**src/rtl/sidebuf_reinject.sv**
```systemverilog
// Side buffer that parks redirected flits and reinjects them, in arrival order, into free pipeline lanes.
// Define SIDEBUF_STARVE_EN to build the stall counter, STARVE state and force_redirect request.
module sidebuf_reinject #(
   parameter int FLIT_W       = 11,
   parameter int DEPTH        = 4,
   parameter int STARVE_LIMIT = 8
) (
   input  logic                     clk,
   input  logic                     rst,
   input  logic                     buf_in_valid,
   input  logic [FLIT_W-1:0]        buf_in_flit,
   input  logic [3:0]               slot_free,
   output logic                     reinj_valid,
   output logic [FLIT_W-1:0]        reinj_flit,
   output logic [1:0]               reinj_port,
   output logic [$clog2(DEPTH):0]   count,
   output logic                     full,
   output logic                     empty,
   output logic                     overflow,
   output logic                     force_redirect
);
   localparam int AW = $clog2(DEPTH);
   localparam int CW = AW + 1;

   typedef enum logic [1:0] {IDLE, DRAIN, STARVE} state_t;

   logic [FLIT_W-1:0] mem [DEPTH];
   logic [AW-1:0]     wr_ptr_q, wr_ptr_d;
   logic [AW-1:0]     rd_ptr_q, rd_ptr_d;
   logic [CW-1:0]     count_q, count_d;
   logic              overflow_q, overflow_d;
   state_t            state_q, state_d;
   logic              push, pop, starve_hit;

   assign empty       = (count_q == '0);
   assign full        = (count_q == CW'(DEPTH));
   assign count       = count_q;
   assign overflow    = overflow_q;
   assign pop         = !empty && (|slot_free);
   assign reinj_valid = pop;
   // A pop in the same cycle frees the slot, so a full buffer can still accept.
   assign push        = buf_in_valid && (!full || pop);
   assign reinj_flit  = empty ? '0 : mem[rd_ptr_q];

   always_comb begin
      reinj_port = 2'd0;
      if (pop) begin
         if (slot_free[0])      reinj_port = 2'd0;
         else if (slot_free[1]) reinj_port = 2'd1;
         else if (slot_free[2]) reinj_port = 2'd2;
         else                   reinj_port = 2'd3;
      end
   end

   always_comb begin
      wr_ptr_d   = wr_ptr_q;
      rd_ptr_d   = rd_ptr_q;
      count_d    = count_q;
      overflow_d = overflow_q | (buf_in_valid && !push);
      if (push) wr_ptr_d = wr_ptr_q + AW'(1);
      if (pop)  rd_ptr_d = rd_ptr_q + AW'(1);
      case ({push, pop})
         2'b10:   count_d = count_q + CW'(1);
         2'b01:   count_d = count_q - CW'(1);
         default: count_d = count_q;
      endcase
   end

`ifdef SIDEBUF_STARVE_EN
   localparam int SW = $clog2(STARVE_LIMIT + 1);

   logic [SW-1:0] stall_q, stall_d;

   // Counts only cycles with something queued and no lane to use.
   always_comb begin
      stall_d = stall_q;
      if (empty || pop)
         stall_d = '0;
      else if (stall_q != SW'(STARVE_LIMIT))
         stall_d = stall_q + SW'(1);
   end

   assign starve_hit = (stall_d == SW'(STARVE_LIMIT));

   always_ff @(posedge clk) begin
      if (rst) stall_q <= '0;
      else     stall_q <= stall_d;
   end

   always_comb begin
      force_redirect = (state_q == STARVE);
   end
`else
   assign starve_hit = 1'b0;

   always_comb begin
      force_redirect = 1'b0;
   end
`endif

   always_comb begin
      state_d = state_q;
      case (state_q)
         IDLE:    if (count_d != '0) state_d = DRAIN;
         DRAIN: begin
            if (count_d == '0)   state_d = IDLE;
            else if (starve_hit) state_d = STARVE;
         end
         STARVE:  if (pop) state_d = (count_d == '0) ? IDLE : DRAIN;
         default: state_d = IDLE;
      endcase
   end

   always_ff @(posedge clk) begin
      if (rst) begin
         wr_ptr_q   <= '0;
         rd_ptr_q   <= '0;
         count_q    <= '0;
         overflow_q <= 1'b0;
         state_q    <= IDLE;
      end else begin
         wr_ptr_q   <= wr_ptr_d;
         rd_ptr_q   <= rd_ptr_d;
         count_q    <= count_d;
         overflow_q <= overflow_d;
         state_q    <= state_d;
      end
   end

   // Storage is not reset; occupancy alone decides what is visible.
   always_ff @(posedge clk) begin
      if (!rst && push) mem[wr_ptr_q] <= buf_in_flit;
   end
endmodule

```
**config.mk**
```make
export PLATFORM = sky130hd
export DESIGN_NAME = sidebuf_reinject
export DESIGN_NICKNAME = d
export VERILOG_FILES = /design/src/rtl/sidebuf_reinject.sv
export SDC_FILE = /design/constraint.sdc
export NUM_CORES = 1
export LEC_CHECK = 0
export BUFFER_PORTS_ARGS = -buffer_cell sky130_fd_sc_hd__buf_2
export CAP_MARGIN = 20
export CORE_ASPECT_RATIO = 0.9
export CORE_MARGIN = 2
export CORE_UTILIZATION = 45
export DETAILED_ROUTE_END_ITERATION = 6
export GPL_TIMING_DRIVEN = 0
export PLACE_DENSITY = 0.63
export SLEW_MARGIN = 20
export SYNTH_ARGS = -nofsm -noshare
export SYNTH_HDL_FRONTEND = slang
export SYNTH_SLANG_ARGS = --single-unit
```
**constraint.sdc**
```tcl
create_clock -name clk -period 7.45 [get_ports clk]
set_input_delay 1.49 -clock clk [delete_from_list [all_inputs] [get_ports clk]]
set_output_delay 1.49 -clock clk [all_outputs]
set_load 0.1 [all_outputs]
```
==> impl_results.md <==
* Largest net degree at the start of global routing at 18
* DIE AREA at 0.00570 mm²
* Max_cap viols at 0
* Gate Count Post-Synth at 149
* Maximum fanout along the worst path at 6
* Placement row count at 24
* WP depth at 4
* Crit start category: input pin
* Finish-stage setup viols at 0
* Chip Height at 71.8 µm
* Cell mode on critical path: buf_2
* DRT Wirelength at 4170 µm
* CP max stage cell: nor4_2
* HPWL after DPL at 2920 µm
* All-layer global routing usage at 0.159
* Critical path arrival at 2720 ps
* CTS tree: done
* Share of layout cells above drive strength 1 at 0.328
* Depth of the CTS H-tree at 2
* Status: complete, no violations
* I/O Pins at 39
* Final nets at 217
* Cell area after synthesis at 0.00230 mm²
* Initial antenna violation count at 0
* Most frequent cells in the layout: edfxtp_1 (44), buf_2 (40), and2_1 (14)
* Yosys top cell by area: edfxtp_1
* Routed wire per std cell at 16.0 µm
* YS warnings at 0
* Max Fclk at 237 MHz
* Yosys cell types at 41
* Reg clk slew, reported paths at 90 ps
* Unrepaired setup endpoints after global routing: false
* Clock sink count at 54
* Syn_nets at 172
* Final worst path period share at 0.565
* Hold Crit Class: register to register
* Req. time, crit path at 5960 ps
* Core ar. at 0.00489 mm²
* Num CTS Buffers at 5
* IO buf count at 36
* Setup TNS at 0 ps
* Reg2reg path depth at 9
* Kind of cell adding the most delay to the critical path: simple AND/OR/NAND/NOR gates
* Busiest grt layer: met2
* CP max stage delay at 560 ps
* Synth Flop Type: edfxtp_1
* # diodes at 0
* Drt first pass iters at 4
* Worst Max-Slew Pin Slew at 631 ps
* Met3 usage at 0.0479
* Fin. Hold Viols at 0
* DR vias at 1404
* Layout Skew at 6.95 ps
* Grt met1 use at 0.180
* EDFF count, synth at 44
* Min Clock Period, post-route at 4210 ps
* Worst-skew pair later-pin latency at 300 ps
* Final ANT Viol Nets at 0
* Total gr overflow at 0
* Root Buffer: clkbuf_8
* Flops & latches, synth at 54
* Slew headroom at 0.579
* CTS max path bufs at 2
* Vias in the first global route at 1409
* Seq/Total Area, Yosys at 0.662
* Global-route wire length before repair at 6640 µm
* CP cell instances: buf_2 > nor4_2 > nor2_1 > buf_2
* Setup Crit Path Kind: input pin to primary output
* Commonest non-fill, non-tap cell in the layout: edfxtp_1
* Hold path depth at 2
* Bufs and invs on worst path at 2
* Global Route met2 Usage at 0.289
* Postcts setup bufs at 0
* Die X-Extent at 79.3 µm
* Ranking of synthesized cells by area: edfxtp_1 (57%), mux4_2 (11%), dfxtp_1 (8.7%)
* RePlAce Congestion at 0.769
* Post-cts hold buffer count at 0
* Post-cts resize count at 0
* Max-slew violation count at 0
* Layout area overhead at 16.1%
* Syn Area/Cell at 15.4 µm²
* DRC at 0
* Vias/cell at 5.40
* Async SR Flop Fraction at 0
* Starting Density at 0.470
* Crit path capture type: primary output
* Initial DRC count at 60
* Yosys top cell area share at 0.575
area by class of cell:
class | instances | area [µm²]
well taps | 65 | 81.3
repair buffers | 38 | 193
plain buffers | 7 | 33.8
inverters | 8 | 30.0
clock inverters | 3 | 20.0
fillers | 416 | 2230
clock buffers | 5 | 68.8
multi-input cells | 80 | 721
flip-flops and latches | 54 | 1520
tightest hold or removal path, cell delays in order, from the launching register on:
cell     delay, ps
dfxtp_1        340
a21oi_1         40
nor2_1          70
flip-flops by register name (all words and copies together), names as in the netlist, named ones only:
register  count
overflow      1
wr_ptr_q      2
mem          44
rd_ptr_q      2
count         3
final timing paths:
| kind | to | slack, ps | from |
|---|---|---|---|
| hold reg to reg | overflow | 480 | overflow |
| setup reg to reg | count[1] | 5030 | count[2] |
| setup / recovery | reinj_valid | 3240 | slot_free[1] |
| hold / removal | overflow | 480 | overflow |
cells by family (layout without fill, tap and decap cells):
| logic type | Yosys count | count (layout) | share of synthesized area |
|---|---|---|---|
| compound gates | 16 | 16 | 0.0512 |
| other cells | 1 | 1 | 0.00163 |
| xor+xnor | 4 | 4 | 0.0152 |
| mux | 12 | 12 | 0.112 |
| simple gates | 42 | 42 | 0.0996 |
| fa+ha+maj | 5 | 5 | 0.0305 |
| flops | 54 | 54 | 0.662 |
| buf+inv | 15 | 61 | 0.0278 |
synthesized netlist by cell type, drive strengths merged, types with 2 or more instances:
| library cell | count |
|---|---|
| edfxtp | 44 |
| and2 | 14 |
| mux4 | 11 |
| nor2 | 11 |
| dfxtp | 10 |
| inv | 7 |
| nand2 | 5 |
| buf | 4 |
| ha | 4 |
| a21oi | 3 |
| clkbuf | 3 |
| nand3 | 3 |
| o21ai | 3 |
| xnor2 | 3 |
| nor3 | 2 |
| nor4 | 2 |
routing by layer:
| metal | vias up | routed length [µm] |
|---|---|---|
| met5 | - | 0 |
| met4 | 0 | 47 |
| met3 | 7 | 183 |
| met2 | 31 | 2240 |
| met1 | 714 | 1700 |
| li1 | 652 | - |
metrics by stage:
step | cells | setup slack [ps] | util | hold slack (ps) | instance area [µm²]
3_5_place_dp | 252 | 3270 | 0.527 | 457 | 2580
4_1_cts | 260 | 3260 | 0.545 | 492 | 2670
6_report | 260 | 3240 | 0.545 | 483 | 2670
3_3_place_gp | 250 | 2870 | 0.523 | 451 | 2560
2_1_floorplan | 149 | 1020 | - | 472 | 2300
5_1_grt | 260 | 3160 | 0.545 | 523 | 2670
Power is not shown: default switching activity piles up to over one toggle a cycle in this logic, so the estimate is an artifact.
